--- src/rtl/y86_pkg.sv ---
// rtl/y86_pkg.sv - shared Y86-64 encodings for the SEQ control path
//
// Purpose: icode values, architectural status codes and the sequencer state
//          encoding used by seq_stage_ctrl and y86_icode_class.
// Ports:   none (package).
package y86_pkg;

  localparam logic [3:0] ICODE_HALT   = 4'h0;
  localparam logic [3:0] ICODE_NOP    = 4'h1;
  localparam logic [3:0] ICODE_RRMOVQ = 4'h2;
  localparam logic [3:0] ICODE_IRMOVQ = 4'h3;
  localparam logic [3:0] ICODE_RMMOVQ = 4'h4;
  localparam logic [3:0] ICODE_MRMOVQ = 4'h5;
  localparam logic [3:0] ICODE_OPQ    = 4'h6;
  localparam logic [3:0] ICODE_JXX    = 4'h7;
  localparam logic [3:0] ICODE_CALL   = 4'h8;
  localparam logic [3:0] ICODE_RET    = 4'h9;
  localparam logic [3:0] ICODE_PUSHQ  = 4'hA;
  localparam logic [3:0] ICODE_POPQ   = 4'hB;

  localparam logic [2:0] STAT_AOK = 3'd1;
  localparam logic [2:0] STAT_HLT = 3'd2;
  localparam logic [2:0] STAT_ADR = 3'd3;
  localparam logic [2:0] STAT_INS = 3'd4;

  typedef enum logic [2:0] {
    ST_IDLE      = 3'd0,
    ST_FETCH     = 3'd1,
    ST_DECODE    = 3'd2,
    ST_EXECUTE   = 3'd3,
    ST_MEMORY    = 3'd4,
    ST_WRITEBACK = 3'd5,
    ST_PCUPD     = 3'd6,
    ST_HALTED    = 3'd7
  } seq_state_e;

endpackage

--- src/rtl/y86_icode_class.sv ---
// rtl/y86_icode_class.sv - combinational icode classifier for the Y86-64 control path
//
// Purpose: maps an icode to its legality and which optional stages it needs.
// Ports:
//   icode_i     in  4  icode to classify
//   legal_o     out 1  icode is a defined instruction (0..B)
//   uses_mem_o  out 1  instruction performs a data-memory access
//   uses_wb_o   out 1  instruction writes the register file
module y86_icode_class
  import y86_pkg::*;
(
  input  logic [3:0] icode_i,
  output logic       legal_o,
  output logic       uses_mem_o,
  output logic       uses_wb_o
);

  always_comb begin
    legal_o    = 1'b0;
    uses_mem_o = 1'b0;
    uses_wb_o  = 1'b0;
    case (icode_i)
      ICODE_HALT, ICODE_NOP, ICODE_JXX: begin
        legal_o = 1'b1;
      end
      ICODE_RRMOVQ, ICODE_IRMOVQ, ICODE_OPQ: begin
        legal_o   = 1'b1;
        uses_wb_o = 1'b1;
      end
      ICODE_RMMOVQ: begin
        legal_o    = 1'b1;
        uses_mem_o = 1'b1;
      end
      // call/ret/push/pop touch the stack and update %rsp.
      ICODE_MRMOVQ, ICODE_CALL, ICODE_RET, ICODE_PUSHQ, ICODE_POPQ: begin
        legal_o    = 1'b1;
        uses_mem_o = 1'b1;
        uses_wb_o  = 1'b1;
      end
      default: begin
        legal_o = 1'b0;
      end
    endcase
  end

endmodule

--- src/rtl/seq_stage_ctrl.sv ---
// rtl/seq_stage_ctrl.sv - multi-cycle stage sequencer for the Y86-64 SEQ processor
//
// Purpose: steps one instruction at a time through FETCH/DECODE/EXECUTE/
//          MEMORY/WRITEBACK/PCUPD, skipping unused stages, handshaking with
//          instruction/data memory and owning the architectural status.
// Ports:
//   clk, rst              clock; synchronous active-high reset
//   start                 begin execution (sampled in IDLE only)
//   imem_ready/icode/instr_valid/imem_error   fetch response
//   dmem_ready/dmem_error data access response
//   imem_req, dmem_req    held high throughout FETCH / MEMORY
//   decode_en, execute_en, wb_en, pc_en        one-cycle stage pulses
//   stat, halted          status code (1 AOK,2 HLT,3 ADR,4 INS); HALTED flag
//   cycle_cnt, retired_cnt  saturating activity counters
module seq_stage_ctrl #(
  parameter int MEM_TIMEOUT = 16,
  parameter int CNT_W       = 32
) (
  input  logic             clk,
  input  logic             rst,
  input  logic             start,
  input  logic             imem_ready,
  input  logic [3:0]       icode,
  input  logic             instr_valid,
  input  logic             imem_error,
  input  logic             dmem_ready,
  input  logic             dmem_error,
  output logic             imem_req,
  output logic             decode_en,
  output logic             execute_en,
  output logic             dmem_req,
  output logic             wb_en,
  output logic             pc_en,
  output logic [2:0]       stat,
  output logic             halted,
  output logic [CNT_W-1:0] cycle_cnt,
  output logic [CNT_W-1:0] retired_cnt
);

  import y86_pkg::*;

  localparam int WAIT_W = (MEM_TIMEOUT > 1) ? $clog2(MEM_TIMEOUT) : 1;
  localparam logic [WAIT_W-1:0] WAIT_LAST = WAIT_W'(MEM_TIMEOUT - 1);

  seq_state_e        state_q, state_d;
  logic [3:0]        cur_icode_q, cur_icode_d;
  logic [WAIT_W-1:0] wait_q, wait_d;
  logic [2:0]        stat_q, stat_d;
  logic [CNT_W-1:0]  cycle_q, cycle_d;
  logic [CNT_W-1:0]  retired_q, retired_d;

  logic [3:0] class_icode;
  logic       cls_legal;
  logic       cls_mem;
  logic       cls_wb;

  // In FETCH the incoming icode is being judged for legality; afterwards the
  // latched icode steers stage skipping.
  assign class_icode = (state_q == ST_FETCH) ? icode : cur_icode_q;

  y86_icode_class u_class (
    .icode_i    (class_icode),
    .legal_o    (cls_legal),
    .uses_mem_o (cls_mem),
    .uses_wb_o  (cls_wb)
  );

  always_comb begin
    state_d     = state_q;
    cur_icode_d = cur_icode_q;
    wait_d      = '0;
    stat_d      = stat_q;
    cycle_d     = cycle_q;
    retired_d   = retired_q;

    if ((state_q != ST_IDLE) && (state_q != ST_HALTED) && (cycle_q != '1)) begin
      cycle_d = cycle_q + 1'b1;
    end

    case (state_q)
      ST_IDLE: begin
        if (start) begin
          state_d = ST_FETCH;
        end
      end
      ST_FETCH: begin
        if (imem_ready) begin
          cur_icode_d = icode;
          if (imem_error) begin
            stat_d  = STAT_ADR;
            state_d = ST_HALTED;
          end else if (!cls_legal || !instr_valid) begin
            stat_d  = STAT_INS;
            state_d = ST_HALTED;
          end else if (icode == ICODE_HALT) begin
            // halt is not retired and leaves the PC on itself.
            stat_d  = STAT_HLT;
            state_d = ST_HALTED;
          end else begin
            state_d = ST_DECODE;
          end
        end
      end
      ST_DECODE: begin
        state_d = ST_EXECUTE;
      end
      ST_EXECUTE: begin
        if (cls_mem) begin
          state_d = ST_MEMORY;
        end else if (cls_wb) begin
          state_d = ST_WRITEBACK;
        end else begin
          state_d = ST_PCUPD;
        end
      end
      ST_MEMORY: begin
        // wait_q counts cycles already spent here; it is zero on entry
        // because every other state loads zero.
        wait_d = wait_q + 1'b1;
        if (dmem_ready) begin
          if (dmem_error) begin
            stat_d  = STAT_ADR;
            state_d = ST_HALTED;
          end else if (cls_wb) begin
            state_d = ST_WRITEBACK;
          end else begin
            state_d = ST_PCUPD;
          end
        end else if (wait_q == WAIT_LAST) begin
          stat_d  = STAT_ADR;
          state_d = ST_HALTED;
        end
      end
      ST_WRITEBACK: begin
        state_d = ST_PCUPD;
      end
      ST_PCUPD: begin
        if (retired_q != '1) begin
          retired_d = retired_q + 1'b1;
        end
        state_d = ST_FETCH;
      end
      ST_HALTED: begin
        state_d = ST_HALTED;
      end
      default: begin
        state_d = ST_IDLE;
      end
    endcase
  end

  always_ff @(posedge clk) begin
    if (rst) begin
      state_q     <= ST_IDLE;
      cur_icode_q <= ICODE_NOP;
      wait_q      <= '0;
      stat_q      <= STAT_AOK;
      cycle_q     <= '0;
      retired_q   <= '0;
    end else begin
      state_q     <= state_d;
      cur_icode_q <= cur_icode_d;
      wait_q      <= wait_d;
      stat_q      <= stat_d;
      cycle_q     <= cycle_d;
      retired_q   <= retired_d;
    end
  end

  // Moore outputs: decoded from the state register only.
  assign imem_req    = (state_q == ST_FETCH);
  assign decode_en   = (state_q == ST_DECODE);
  assign execute_en  = (state_q == ST_EXECUTE);
  assign dmem_req    = (state_q == ST_MEMORY);
  assign wb_en       = (state_q == ST_WRITEBACK);
  assign pc_en       = (state_q == ST_PCUPD);
  assign halted      = (state_q == ST_HALTED);
  assign stat        = stat_q;
  assign cycle_cnt   = cycle_q;
  assign retired_cnt = retired_q;

endmodule
--- config.mk ---
export PLATFORM = sky130hd
export DESIGN_NAME = seq_stage_ctrl
export DESIGN_NICKNAME = d
export VERILOG_FILES = /design/src/rtl/y86_pkg.sv /design/src/rtl/y86_icode_class.sv /design/src/rtl/seq_stage_ctrl.sv
export SDC_FILE = /design/constraint.sdc
export NUM_CORES = 1
export LEC_CHECK = 0
export ABC_AREA = 1
export BUFFER_PORTS_ARGS = -buffer_cell sky130_fd_sc_hd__buf_2
export CORE_MARGIN = 8
export CORE_UTILIZATION = 50
export CTS_CLUSTER_SIZE = 8
export DETAILED_ROUTE_END_ITERATION = 10
export GPL_TIMING_DRIVEN = 0
export PLACE_DENSITY = 0.69
export SLEW_MARGIN = 20
export SYNTH_ARGS = -nofsm -noshare
export SYNTH_HDL_FRONTEND = slang
export SYNTH_HIERARCHICAL = 1
export SYNTH_SLANG_ARGS = --single-unit
--- constraint.sdc ---
create_clock -name clk -period 4.89 [get_ports clk]
set_input_delay 0.2445 -clock clk [delete_from_list [all_inputs] [get_ports clk]]
set_output_delay 0.2445 -clock clk [all_outputs]
set_load 0.05 [all_outputs]
======== Word level (Yosys, flattened, before mapping) ========
Cells that the tools add are included.
word-level totals
  flip-flop bits (word level) ............. 78
  input port bits ......................... 12
  output and inout port bits .............. 74
  word-level logic and storage cells ...... 78
cells by class
  add/subtract/negate cells ............... 3
  eq/ne operators ......................... 27
  multiplexer cells ....................... 23
  bitwise gates (word level) .............. 1
  reductions and logical operators ........ 18
operators by type and width
  operator                                        number
  adder 32 x 1 -> 32 bit (second input constant)  2
  != test 32 bit (second input constant)          2
  2-to-1 mux 3 bit                                15
  case mux 3 bit (8 select lines)                 1
  == test 4 bit (second input constant)           5
  == test 4 x 3 -> 1 bit (second input constant)  4
  == test 3 bit (second input constant)           4
  OR reduction 12 bit                             1
  == test 4 x 2 -> 1 bit (second input constant)  2
  zero test 4 bit                                 2
  OR reduction 8 bit                              1
  == test 3 x 2 -> 1 bit (second input constant)  2
  != test 3 bit (second input constant)           2
  case mux 3 bit (2 select lines)                 1
  OR reduction 6 bit                              1
  AND reduction 5 bit                             1
  adder 4 x 1 -> 4 bit (second input constant)    1
  == test 4 x 1 -> 1 bit (second input constant)  1
  2-to-1 mux 2 bit                                2
  2-to-1 mux 4 bit                                1
  != test 2 bit (second input constant)           2
  != test 4 x 2 -> 1 bit (second input constant)  1
  AND reduction 2 bit                             2
  == test 3 x 1 -> 1 bit (second input constant)  1
  other kinds (11)                                15

======== Depth between registers and ports, before layout ========
Gate-level depths: netlist (run 1).
  depth after elaboration ................. 11
  mapped depth ............................ 14
  gate-level depth less buffers ........... 13

======== By module ========
Netlist (run 1), hierarchy kept.
modules (own cells, without submodules)
  module           instances  cells an instance  area each (um2)  sequential area each (um2)
  seq_stage_ctrl   1          802                4,981.0          1,561.5
  y86_icode_class  1          11                 55.1             0.0

======== Worst setup path before layout (run 1) ========
Ideal clock, no wire load.
  kind .................................... register -> register
  start ................................... reg retired_q[0] (netlist: retired_cnt[0])
  end ..................................... reg retired_q[31] (netlist: retired_cnt[31])
  setup time .............................. 0.146 ns
  arrival ................................. 2.033 ns
  required time ........................... 4.744 ns
  slack ................................... 2.711 ns
  stages on the path, launching flop included .. 12
  path buffers ............................ 1
  period minus slack after synthesis ...... 2.179 ns
  cells stage by stage .................... dfxtp_1 > ha_1 > nand2_1 > nor2_4 > nand2_2 > nor2_4 > nand2_2 > nand2_4 > inv_2 > buf_2 > nand2_1 > a21oi_1
between the ends
  word-level cells in the longest chain between the ends .. 2
  elaborated cells between the ends (all ways) .. 3
  classes of those cells .................. 1 x add/sub; 1 x eq/ne; 1 x reduce/logical
RTL lines
  item                                                                            line                   source
  start: declaration                                                              seq_stage_ctrl.sv:50   logic [CNT_W-1:0] retired_q, retired_d;
  start signal: assignment                                                        seq_stage_ctrl.sv:166  retired_q <= retired_d;
  parallel branches: the longest is 2 deep, another holds adder 32 x 1 -> 32 bit  n/a
Parallel ways; which one is timed is not known.
A chain may end at the register's enable or synchronous reset.

======== Final worst setup path (run 1) ========
  start ................................... reg state_q[2]
  end ..................................... reg stat_q[1] (netlist: stat[1])
between the ends
  word-level cells in the longest chain between the ends .. 11
  elaborated cells between the ends (all ways) .. 29
  classes of those cells .................. 17 x eq/ne; 6 x mux; 6 x reduce/logical
RTL lines
  item                                                  line                   source
  start: declaration                                    seq_stage_ctrl.sv:45   seq_state_e state_q, state_d;
  start signal: assignment                              seq_stage_ctrl.sv:161  state_q <= state_d;
  == test 3 x 1 -> 1 bit *                              seq_stage_ctrl.sv:59   assign class_icode = (state_q == ST_FETCH) ? icode : cur_icode_q;
  2-to-1 mux 4 bit *                                    seq_stage_ctrl.sv:59
  named net class_icode[2]                              seq_stage_ctrl.sv:52   logic [3:0] class_icode;
  == test 4 x 1 -> 1 bit, or another cell as far along  y86_icode_class.sv:22  case (icode_i)
  OR reduction 12 bit (no line) *                       n/a
  2-to-1 mux 1 bit *                                    y86_icode_class.sv:22
  named net cls_legal                                   seq_stage_ctrl.sv:53   logic cls_legal;
  zero test 1 bit *                                     seq_stage_ctrl.sv:92   end else if (!cls_legal || !instr_valid) begin
  logical OR 1 bit *                                    seq_stage_ctrl.sv:92
  2-to-1 mux 3 bit                                      seq_stage_ctrl.sv:92
  2-to-1 mux 3 bit                                      seq_stage_ctrl.sv:89   if (imem_error) begin
  2-to-1 mux 3 bit                                      seq_stage_ctrl.sv:87   if (imem_ready) begin
  case mux 3 bit (2 select lines)                       seq_stage_ctrl.sv:80   case (state_q)
  end signal: assignment                                seq_stage_ctrl.sv:164  stat_q <= stat_d;
  end: declaration                                      seq_stage_ctrl.sv:48   logic [2:0] stat_q, stat_d;
Mark *: on every way through the listed nets, which the timed path passes. The rest lies on a longest branch. The select of a mux whose other input is x is not followed.

==> summary.txt, run 1 <==
Route
  – Drt wl/cell: ~14 um
  – Remaining DRCs: 0
  – 1st-iter DRT viols: between 300 and 400
  – Total number of vias: 5363
  – DR vias/cell: roughly 5.1
  – M1 WL: 6.23 mm
  – Detailed Routing Iterations Pass 1: 5
  – Highest metal used: met4
  – Met3 wire length: around 750 um
  – Routed met2 length: about 7 mm
  – WL final: between 10 and 15 mm
  – Antenna-violating nets left: 0

Synth
  – Synth Cell Area: 5040 um2
  – Post-synth EDFFs: 0
  – Sequential element share of the synthesized area: between 30% and 40%
  – Synthesis warning total: 6
  – Ys flop type: dfxtp_1
  – Mapped Nets: between 800 and 900
  – Post-Syn Instances: 813
  – Post-synth cell types: 29
  – Register bit count reported by yosys: between 70 and 80
  – Share of synthesized registers carrying an async set or reset: 0%
  – Syn avg cell area: slightly above 6 um2

Power and ir drop
  – Max VDD drop: 0.195 mV
  – Int Pwr: roughly 1200 uW
  – Clk network pwr share: approximately 24%
  – Leak Pwr: 0.00233 uW
  – Switching part of the total power: ~43%
  – Sw power: about 860 uW
  – Power Dens Cells: ~350 nW/um2
  – Reg power frac: 35.7%
  – Combinational power share: 40.1%

Floorplanning
  – Die Span Y: 116 um
  – Core area: roughly 9800 um2
  – Boundary Pins: 86
  – Die width: roughly 120 um
  – Rows: 36
  – Die area: approximately 14000 um2
  – Initial Utilization: about half

STA
  – Fmax: approximately 410 MHz
  – Tcrit/Tclk final: about half
  – RSZ-0062 raised after global routing: false
  – TNS Setup: 0 ns
  – Worst Max-Slew Pin Slew: between 0.7 and 0.8 ns
  – Fin crit period: 2.42 ns
  – Relative slew slack: 50.2%
  – Worst clock skew: 0.0125 ns
  – Final Hold Viols: 0
  – Final Setup Violations: 0
  – Max-slew violations: 0

Clocking
  – Count of cells resized by post-cts repair: 0
  – H-tree depth: 3
  – Total CTS buffers: 9
  – Cts hold-fix bufs: 0
  – Clk_lat worst skew: between 0.3 and 0.4 ns
  – Root Buffer: clkbuf_8
  – Sink Count: just under 80
  – # Post-CTS Setup Buffers: 0
  – Clock slew at reported path FFs: about 0.080 ns
  – Max clock buf depth: 2
  – TritonCTS clock tree: done

GRT
  – GRT Overall Usage: between 20% and 30%
  – Total grt overflow: 0
  – First-pass GRT wire length: between 20 and 25 mm
  – Largest net degree at the start of global routing: 13
  – Initial antenna violation count: 0
  – Vias in the first global route: 5086

Worst setup path
  – Crit path DAT: roughly 2.6 ns
  – Critical Path RT: ~5 ns
  – Crit. End Element: flop
  – Crit path kind: reg -> reg
  – CP max FO: 10
  – Setup crit start kind: flop

Cells and area
  – N_diodes: 0
  – Layout cells sized above 1: 18.8%
  – Area Growth Syn to Fin: 15.2%
  – Non-filler instance count after layout: 1045
  – Fillers: around 1000
  – Final net count: ~920

Run
  – Max Cap Violations: 0

Placed design
  – Port bufs: 84
  – DPL Wire Length: about 11 mm
  – Dpl cells: approximately 1000
  – Routability Congestion: 0.956

Run status
  – Status: finished, final reports clean

Hold path
  – Worst hold path type: in -> reg
## kinds of logic (layout without fill, tap and decap cells)
logic type	Yosys count	count (layout)	share of synthesized area (%)
fa+ha+maj	3	3	0.745
simple gates	537	537	45.7
xor+xnor	29	29	5.04
buf+inv	91	190	8.32
compound gates	75	75	9.17
flops	78	78	31.0
## Yosys cell counts, types with 3 or more instances
library cell / count / area, um2
a21oi_1: 32 / 160
buf_6: 3 / 33.8
inv_2: 4 / 15.0
nand3_1: 38 / 190
ha_1: 3 / 37.5
nor2_2: 4 / 25.0
xor2_1: 18 / 158
nor2_4: 4 / 45.0
nor3_1: 11 / 55.1
nand3b_1: 3 / 22.5
buf_2: 5 / 25.0
buf_12: 3 / 60.1
dfxtp_1: 78 / 1560
a21oi_2: 21 / 184
o21ai_0: 17 / 85.1
nand4_1: 16 / 100
xnor2_1: 11 / 96.3
nor2_1: 146 / 548
nand2_4: 4 / 45.0
inv_1: 67 / 251
nand2_1: 283 / 1060
nand2_2: 23 / 144
clkbuf_1: 9 / 33.8
## layout by cell type, fill, tap and decap left out, types with 18 or more instances in the layout
| cell | Yosys | routed |
|---|---|---|
| a21oi_1 | 32 | 32 |
| a21oi_2 | 21 | 21 |
| buf_2 | 5 | 89 |
| dfxtp_1 | 78 | 78 |
| inv_1 | 67 | 67 |
| nand2_1 | 283 | 283 |
| nand2_2 | 23 | 23 |
| nand3_1 | 38 | 38 |
| nor2_1 | 146 | 146 |
| xor2_1 | 18 | 18 |
## power groups by stage
stage                     Clock (uW)  Combinational, uW  Sequential [uW]
after floorplan                    0                574              794
after global placement             0                791              731
after detailed placement           0                808              732
after CTS                        492                812              718
after global routing             522                887              726
final                            486                808              719
## final timing paths
kind / startpoint / endpoint / slack, ns / depth (start not counted)
hold / removal: icode[2] / cur_icode_q[2]$_SDFFE_PP0P_ / 0.15 / 3
setup / recovery: state_q[2]$_SDFFE_PP0P_ / stat[1]$_SDFFE_PP0P_ / 2.47 / 13
hold reg to reg: wait_q[0]$_SDFF_PP0_ / wait_q[0]$_SDFF_PP0_ / 0.45 / 1
setup reg to reg: state_q[2]$_SDFFE_PP0P_ / stat[1]$_SDFFE_PP0P_ / 2.47 / 13
## flip-flops by register name, summed over array words and instances (netlist names)
signal       flops
cur_icode_q      4
cycle_cnt       32
retired_cnt     32
stat             3
state_q          3
wait_q           4
## routing by layer
layer	vias to the layer above	global-route usage (%)
li1	2728	-
met1	2451	26.1
met2	152	36.7
met3	32	3.52
met4	0	10.3
met5	-	0
## through the flow
step / area, um2 / power, uW / utilization (%) / hold WS, ns / worst slack (ns)
6_report: 5800 / 2010 / 59.4 / 0.147 / 2.47
5_1_grt: 5800 / 2130 / 59.4 / 0.150 / 2.20
4_1_cts: 5800 / 2020 / 59.4 / 0.139 / 2.52
3_5_place_dp: 5620 / 1540 / 57.5 / 0.439 / 2.53
3_3_place_gp: 5620 / 1520 / 57.5 / 0.425 / 2.61
2_1_floorplan: 5040 / 1370 / - / 0.388 / 2.71
## cell type report
type / instances / area, um2 / share of cell area [%]
clock buffer: 11 / 131 / 2.26
timing repair buffer: 84 / 420 / 7.24
inverter: 71 / 267 / 4.59
tap: 133 / 166 / 2.87
buffer: 20 / 153 / 2.63
sequential: 78 / 1560 / 26.9
multi-input combinational: 644 / 3060 / 52.7
clock inverter: 4 / 48.8 / 0.841
## worst max-delay path, cell delays in order, from the launching register on
cell and delay (ns):
dfxtp_1 0.37, nor2_1 0.24, nand2_1 0.13, clkbuf_1 0.22, o21ai_0 0.50, nand2_2 0.12, nand2_1 0.12, nor2_1 0.04
nand2_1 0.06, nand2_1 0.09, nand2_1 0.14, nand2_1 0.11, nand2_1 0.08, a21oi_1 0.06
Power figures use the tool's default switching activity.
==> run 2, diff against run 1 <==
==> constraint.sdc (replaced) <==
create_clock -name clk -period 2.3 [get_ports clk]
set_input_delay 0.115 -clock clk [delete_from_list [all_inputs] [get_ports clk]]
set_output_delay 0.115 -clock clk [all_outputs]
set_load 0.05 [all_outputs]
==> summary.txt, run 2 (synthesized netlist as in run 1, its figures left out) <==
Clocking
  – # Post-CTS Setup Buffers: 0 (unchanged)
  – H-tree depth: 3 (unchanged)
  – TritonCTS clock tree: done (unchanged)
  – Cts hold-fix bufs: 0 (unchanged)
  – Clk_lat worst skew: 0.36 ns (was 0.37 ns)
  – Total CTS buffers: 9 (unchanged)
  – Clock slew at reported path FFs: 0.09 ns (was 0.08 ns)
  – Max clock buf depth: 2 (unchanged)
  – Root Buffer: clkbuf_8 (unchanged)
  – Sink Count: 78 (unchanged)

STA
  – WHS: 0.0215 ns (was 0.147 ns)
  – Final Setup Violations: 0 (unchanged)
  – Worst clock skew: 0.0115 ns (was 0.0125 ns)
  – Relative slew slack: 50.3% (was 50.2%)
  – Tcrit/Tclk final: 91.0% (was 49.5%)
  – Final Hold Viols: 0 (unchanged)
  – Fin crit period: 2.09 ns (was 2.42 ns)
  – TNS Setup: 0 ns (unchanged)
  – Worst Max-Slew Pin Slew: 0.746 ns (was 0.748 ns)
  – Max-slew violations: 0 (unchanged)
  – Fmax: 478 MHz (was 413 MHz)
  – RSZ-0062 raised after global routing: false (unchanged)

Route
  – 1st-iter DRT viols: 327 (was 358)
  – Drt wl/cell: 13.6 um (about the same)
  – Total number of vias: 5354 (was 5363)
  – Antenna-violating nets left: 0 (unchanged)
  – DR vias/cell: 5.13 (about the same)
  – Detailed Routing Iterations Pass 1: 5 (unchanged)
  – Highest metal used: met4 (unchanged)
  – Routed met2 length: 6.85 mm (was 6.82 mm)
  – Remaining DRCs: 0 (unchanged)
  – Met3 wire length: 687 um (was 751 um)
  – WL final: 14.2 mm (about the same)
  – M1 WL: 6.28 mm (was 6.23 mm)

Placed design
  – Dpl cells: 1030 (unchanged)
  – DPL Wire Length: 11.0 mm (unchanged)
  – Port bufs: 84 (unchanged)
  – Routability Congestion: 0.956 (unchanged)

Worst setup path
  – Crit path launch: retired_cnt[0]$_SDFFE_PP0P_ (was state_q[2]$_SDFFE_PP0P_)
  – Setup crit start kind: flop (unchanged)
  – Crit path DAT: 2.31 ns (was 2.64 ns)
  – Crit. End Element: flop (unchanged)
  – Worst r2r src: retired_cnt[0]$_SDFFE_PP0P_ (was state_q[2]$_SDFFE_PP0P_)
  – Crit path kind: reg -> reg (unchanged)
  – Critical Path RT: 2.52 ns (was 5.11 ns)
  – CP max FO: 10 (unchanged)

Cells and area
  – N_diodes: 0 (unchanged)
  – Non-filler instance count after layout: 1044 (was 1045)
  – Fillers: 1003 (unchanged)
  – Area Growth Syn to Fin: 15.4% (was 15.2%)
  – Final net count: 922 (was 923)
  – Most common cell after layout, fill and taps aside: nand2_1 (unchanged)
  – Layout cells sized above 1: 19.1% (was 18.8%)
  – Multi-input combinational cell area: 3070 um2 (was 3060 um2)
  – Sequential cell area: 1560 um2 (unchanged)
  – Most frequent cells in the layout: 282 x nand2_1, 146 x nor2_1, 89 x buf_2 (was 283 x nand2_1, 146 x nor2_1, 89 x buf_2)

Hold path
  – Hold_sp: icode[2] (unchanged)
  – Worst hold path type: in -> reg (unchanged)

Run
  – Max Cap Violations: 0 (unchanged)

GRT
  – Largest net degree at the start of global routing: 13 (unchanged)
  – GRT Overall Usage: 21.6% (unchanged)
  – Initial antenna violation count: 0 (unchanged)
  – First-pass GRT wire length: 23.4 mm (unchanged)
  – Vias in the first global route: 5086 (unchanged)
  – Total grt overflow: 0 (unchanged)

Floorplanning
  – Core area: 9770 um2 (unchanged)
  – Rows: 36 (unchanged)
  – Initial Utilization: 51.5% (unchanged)
  – Boundary Pins: 86 (unchanged)
  – Die Span Y: 116 um (unchanged)
  – Die area: 13500 um2 (unchanged)
  – Die width: 116 um (unchanged)

Power and ir drop
  – Reg power frac: 35.7% (about the same)
  – Int Pwr: 2460 uW (was 1160 uW)
  – Power Dens Cells: 737 nW/um2 (was 347 nW/um2)
  – Clk network pwr share: 24.1% (was 24.2%)
  – Sw power: 1820 uW (was 856 uW)
  – Switching part of the total power: 42.5% (about the same)
  – Combinational power share: 40.2% (was 40.1%)
  – Max VDD drop: 0.408 mV (was 0.195 mV)
  – Leak Pwr: 0.00234 uW (was 0.00233 uW)
  – Tot Pwr: 4280 uW (was 2010 uW)

Run status
  – Status: finished, final reports clean (unchanged)
-- run 2: cell count changes in the layout (fill, tap and decap cells not counted) --
| cell | delta |
|---|---|
| o21ai_0 | -2 |
| o21ai_2 | +2 |
| nand2_1 | -1 |
| nand2_2 | +1 |
| clkbuf_1 | -1 |
-- run 2: power by group through the flow --
stage | Clock, uW | Sequential, uW | Combinational (uW)
5_1_grt | 1110 | 1540 | 1900
3_5_place_dp | 0 | 1560 | 1720
4_1_cts | 1050 | 1530 | 1730
2_1_floorplan | 0 | 1690 | 1220
6_report | 1030 | 1530 | 1720
3_3_place_gp | 0 | 1550 | 1680
-- run 2: timing repair --
item	4_1_cts	5_1_grt
pin swaps	0	0
resized for setup	2	3
setup endpoints to repair	4	5
-- run 2: final cells by class --
| class | instances | area share [%] |
|---|---|---|
| buffer | 19 | 2.56 |
| clock buffer | 11 | 2.26 |
| clock inverter | 4 | 0.840 |
| inverter | 71 | 4.59 |
| multi-input combinational | 644 | 52.8 |
| sequential | 78 | 26.9 |
| tap | 133 | 2.86 |
| timing repair buffer | 84 | 7.24 |
-- run 2: through the flow --
stage	utilization (%)	cell area (um2)	setup WS, ns
6_report	59.4	5810	0.207
5_1_grt	59.4	5810	0.0251
4_1_cts	59.4	5800	0.0869
3_5_place_dp	57.5	5620	-0.0636
3_3_place_gp	57.5	5620	0.0244
2_1_floorplan	-	5040	0.121
-- run 2: final timing paths --
check	end	slack, ns	cells past startpoint
worst min-delay path	cur_icode_q[2]$_SDFFE_PP0P_	0.02	3
worst max register to register	retired_cnt[31]$_SDFFE_PP0P_	0.21	11
worst min register to register	wait_q[0]$_SDFF_PP0_	0.45	1
worst max-delay path	retired_cnt[31]$_SDFFE_PP0P_	0.21	11
-- run 2: layer usage --
metal | track usage (%) | up-vias
li1 | - | 2724
met3 | 3.52 | 30
met1 | 26.1 | 2466
met5 | 0 | -
met2 | 36.7 | 134
met4 | 10.3 | 0
-- run 2: worst max-delay path, stage by stage, from the launching register on --
cell	delay (ns)
dfxtp_1	0.44
ha_1	0.27
nand2_1	0.11
nor2_4	0.15
nand2_2	0.12
nor2_4	0.19
nand2_2	0.09
nand2_4	0.16
inv_2	0.08
buf_2	0.19
nand2_1	0.08
a21oi_1	0.06
==> run 3, diff against run 2 <==
--- a/config.mk
+++ b/config.mk
@@ -5,14 +5,13 @@
 export SDC_FILE = /design/constraint.sdc
 export NUM_CORES = 1
 export LEC_CHECK = 0
-export ABC_AREA = 1
 export BUFFER_PORTS_ARGS = -buffer_cell sky130_fd_sc_hd__buf_2
 export CORE_MARGIN = 8
 export CORE_UTILIZATION = 50
 export CTS_CLUSTER_SIZE = 8
 export DETAILED_ROUTE_END_ITERATION = 10
 export GPL_TIMING_DRIVEN = 0
-export PLACE_DENSITY = 0.69
+export PLACE_DENSITY = 0.71
 export SLEW_MARGIN = 20
 export SYNTH_ARGS = -nofsm -noshare
 export SYNTH_HDL_FRONTEND = slang
==> summary.txt, run 3 <==
Synth
  – Sequential element share of the synthesized area: 37.7% (was 31.0%)
  – Post-synth EDFFs: 0 (unchanged)
  – Yosys top cell by area: dfxtp_1 (unchanged)
  – Combinational family with the most area after synthesis: simple AND/OR/NAND/NOR gates (unchanged)
  – Adder-cell area share of the yosys netlist: 0.906% (was 0.745%)
  – Mapped Nets: 506 (was 828)
  – Synth cell count leaders: 78 x dfxtp_1, 54 x a21oi_1, 34 x nand2_1 (was 283 x nand2_1, 146 x nor2_1, 78 x dfxtp_1)
  – Post-synthesis mux area share: 3.08% (was 0%)
  – Share of synthesized registers carrying an async set or reset: 0% (unchanged)
  – Ys flop type: dfxtp_1 (unchanged)
  – Compound-cell area share of the yosys netlist: 20.0% (was 9.17%)
  – Synth area leaders: dfxtp_1 38%, a21oi_1 6.5%, or3_1 4.2% (was dfxtp_1 31%, nand2_1 21%, nor2_1 11%)
  – Syn avg cell area: 8.44 um2 (was 6.19 um2)
  – Area share of xor/xnor cells in the synthesized design: 2.11% (was 5.04%)
  – Synthesis warning total: 6 (unchanged)
  – Most common cell in the synthesized netlist: dfxtp_1 (was nand2_1)
  – Synth Cell Area: 4150 um2 (was 5040 um2)
  – Register bit count reported by yosys: 78 (unchanged)
  – Post-Syn Instances: 491 (was 813)
  – Post-synth cell types: 64 (was 29)
  – Synth Area in Simple Gates: 32.4% (was 45.7%)
  – Area share of the largest cell type after synthesis: 37.7% (was 31.0%)

Placed design
  – Routability Congestion: 0.816 (was 0.956)
  – Port bufs: 83 (was 84)
  – Cell Area, Placed: 4780 um2 (was 5620 um2)
  – DPL Wire Length: 8.04 mm (was 11.0 mm)
  – Dpl cells: 679 (was 1030)

Clocking
  – Max clock buf depth: 2 (unchanged)
  – Total CTS buffers: 9 (unchanged)
  – Clk_lat worst skew: 0.35 ns (was 0.36 ns)
  – H-tree depth: 3 (unchanged)
  – Clock slew at reported path FFs: 0.08 ns (was 0.09 ns)
  – TritonCTS clock tree: done (unchanged)
  – Sink Count: 78 (unchanged)
  – Root Buffer: clkbuf_8 (unchanged)

Worst setup path
  – CP max FO: 10 (unchanged)
  – Crit path largest cell delay: 0.35 ns (was 0.44 ns)
  – Crit path kind: reg -> reg (unchanged)
  – Worst path top cell family by delay: compound AO/OA/AOI/OAI gates (was simple AND/OR/NAND/NOR gates)
  – Setup crit start kind: flop (unchanged)
  – CP Buf/Inv Count: 3 (was 2)
  – Crit path DAT: 2.55 ns (was 2.31 ns)
  – Cells along the critical path: buf_8 > nor3b_4 > buf_6 > mux2_4 > nand2b_4 > a32oi_2 > inv_1 > a21oi_1 > o22ai_1 > o21a_1 > o31ai_1 (was ha_1 > nand2_1 > nor2_4 > nand2_2 > nor2_4 > nand2_2 > nand2_4 > inv_2 > buf_2 > nand2_1 > a21oi_1)
  – Crit. End Element: flop (unchanged)
  – Critical Path RT: 2.55 ns (was 2.52 ns)
  – CP max-delay cell: dfxtp_4 (was dfxtp_1)

Run status
  – Status: finished, final reports clean (unchanged)

Power and ir drop
  – Max VDD drop: 0.533 mV (was 0.408 mV)
  – Power Dens Cells: 726 nW/um2 (was 737 nW/um2)
  – Leak Pwr: 0.00199 uW (was 0.00234 uW)

Floorplanning
  – Initial Utilization: 51.0% (was 51.5%)
  – Rows: 33 (was 36)
  – Die width: 107 um (was 116 um)
  – Boundary Pins: 86 (unchanged)
  – Core area: 8130 um2 (was 9770 um2)
  – Die area: 11500 um2 (was 13500 um2)
  – Die Span Y: 107 um (was 116 um)

Cells and area
  – Most common cell after layout, fill and taps aside: buf_2 (was nand2_1)
  – Fin area: 5120 um2 (was 5810 um2)
  – Most frequent cells in the layout: 85 x buf_2, 62 x dfxtp_1, 53 x a21oi_1 (was 282 x nand2_1, 146 x nor2_1, 89 x buf_2)
  – Area Growth Syn to Fin: 23.5% (was 15.4%)
  – Final net count: 608 (was 922)
  – Non-filler instance count after layout: 703 (was 1044)
  – N_diodes: 0 (unchanged)
  – Layout cells sized above 1: 28.8% (was 19.1%)

Route
  – DR vias/cell: 5.91 (was 5.13)
  – Drt wl/cell: 15.9 um (was 13.6 um)
  – 1st-iter DRT viols: 184 (was 327)
  – Antenna-violating nets left: 0 (unchanged)
  – Detailed Routing Iterations Pass 1: 4 (was 5)
  – WL final: 11.2 mm (was 14.2 mm)
  – Total number of vias: 4152 (was 5354)
  – Remaining DRCs: 0 (unchanged)

STA
  – RSZ-0062 raised after global routing: true (was false)
  – Fmax: 437 MHz (was 478 MHz)
  – Fin crit period: 2.29 ns (was 2.09 ns)
  – Relative slew slack: 53.5% (was 50.3%)
  – Worst clock skew: 0.0129 ns (was 0.0115 ns)
  – WHS: 0.0477 ns (was 0.0215 ns)
  – Max-slew violations: 0 (unchanged)
  – Worst Max-Slew Pin Slew: 0.691 ns (was 0.746 ns)
  – Final Setup Violations: 0 (unchanged)
  – Final Hold Viols: 0 (unchanged)
  – Tcrit/Tclk final: 99.6% (was 91.0%)

GRT
  – GRT Overall Usage: 18.9% (was 21.6%)
  – Vias in the first global route: 3817 (was 5086)
  – First-pass GRT wire length: 18.2 mm (was 23.4 mm)
  – Initial antenna violation count: 0 (unchanged)
  – Total grt overflow: 0 (unchanged)
  – Largest net degree at the start of global routing: 15 (was 13)

Hold path
  – Worst hold path type: in -> reg (unchanged)

Run
  – Max Cap Violations: 0 (unchanged)
[run 3: cell count changes in the layout (fill, tap and decap cells not counted), moves of 14 or more]
cell	previous run	this run
nand2_2	24	1
a21oi_1	32	53
nand2_1	282	31
dfxtp_1	78	62
nand3_1	38	24
or4_1	0	20
inv_1	67	17
or3_1	0	28
nor2_1	146	31
o21ai_0	15	31
o31ai_1	0	17
a21oi_2	21	1
[run 3: worst register-to-register path: cells and delay by family (launching register included)]
family | cells | cell delay (ns)
flops | 1 | 0.35
buf+inv | 3 | 0.38
mux | 1 | 0.36
simple gates | 2 | 0.38
compound gates | 5 | 0.73
[run 3: report_power, final]
group	total [uW]	switching, uW	internal (uW)
combinational	1210	703	504
clock	1010	528	483
sequential	1500	78.2	1420
total	3720	1310	2410
[run 3: layout make-up]
class	count	area, um2
clock buffer	12	165
clock inverter	4	28.8
buffer	19	120
inverter	17	63.8
tap	105	131
timing repair buffer	92	483
fill	700	3010
multi-input combinational	376	2540
sequential	78	1590
[run 3: what timing repair did]
item / in CTS / in global routing
setup buffers: 4 / 5
setup endpoints to repair: 3 / 14
pin swaps: 4 / 8
hold buffers: 0 / 0
gates resized for setup: 7 / 17
[run 3: worst paths after layout]
path	from	depth (start not counted)	slack, ns	end
hold reg to reg	wait_q[0]$_SDFF_PP0_	1	0.46	wait_q[0]$_SDFF_PP0_
hold / removal	icode[1]	3	0.05	cur_icode_q[1]$_SDFFE_PP0P_
setup / recovery	state_q[1]$_SDFFE_PP0P_	11	0.009	state_q[0]$_SDFFE_PP0P_
setup reg to reg	state_q[1]$_SDFFE_PP0P_	11	0.009	state_q[0]$_SDFFE_PP0P_
[run 3: per-stage QoR]
stage | util, % | setup TNS, ns | setup WS [ns] | power, uW
finish | 62.9 | 0 | 0.00927 | 3720
global route | 62.9 | -0.121 | -0.0776 | 3890
CTS | 61.7 | -0.0270 | -0.0270 | 3600
detailed placement | 58.7 | -0.238 | -0.119 | 2520
global placement | 58.7 | -0.151 | -0.0871 | 2490
floorplan | - | -0.0213 | -0.0194 | 2320
[run 3: cell families after synthesis]
group                    Yosys count
adder cells (fa/ha/maj)            3
AO/OA/AOI/OAI                    133
flip-flops                        78
XOR/XNOR                          10
multiplexers                      11
buffers and inverters             37
AND/OR/NAND/NOR                  219
[run 3: metal layers]
layer | up-vias | global-route usage [%] | wire length (um)
li1 | 2058 | - | -
met1 | 1981 | 23.9 | 5170
met2 | 99 | 31.1 | 5290
met3 | 14 | 4.08 | 569
met4 | 0 | 6.53 | 148
met5 | - | 0 | 0
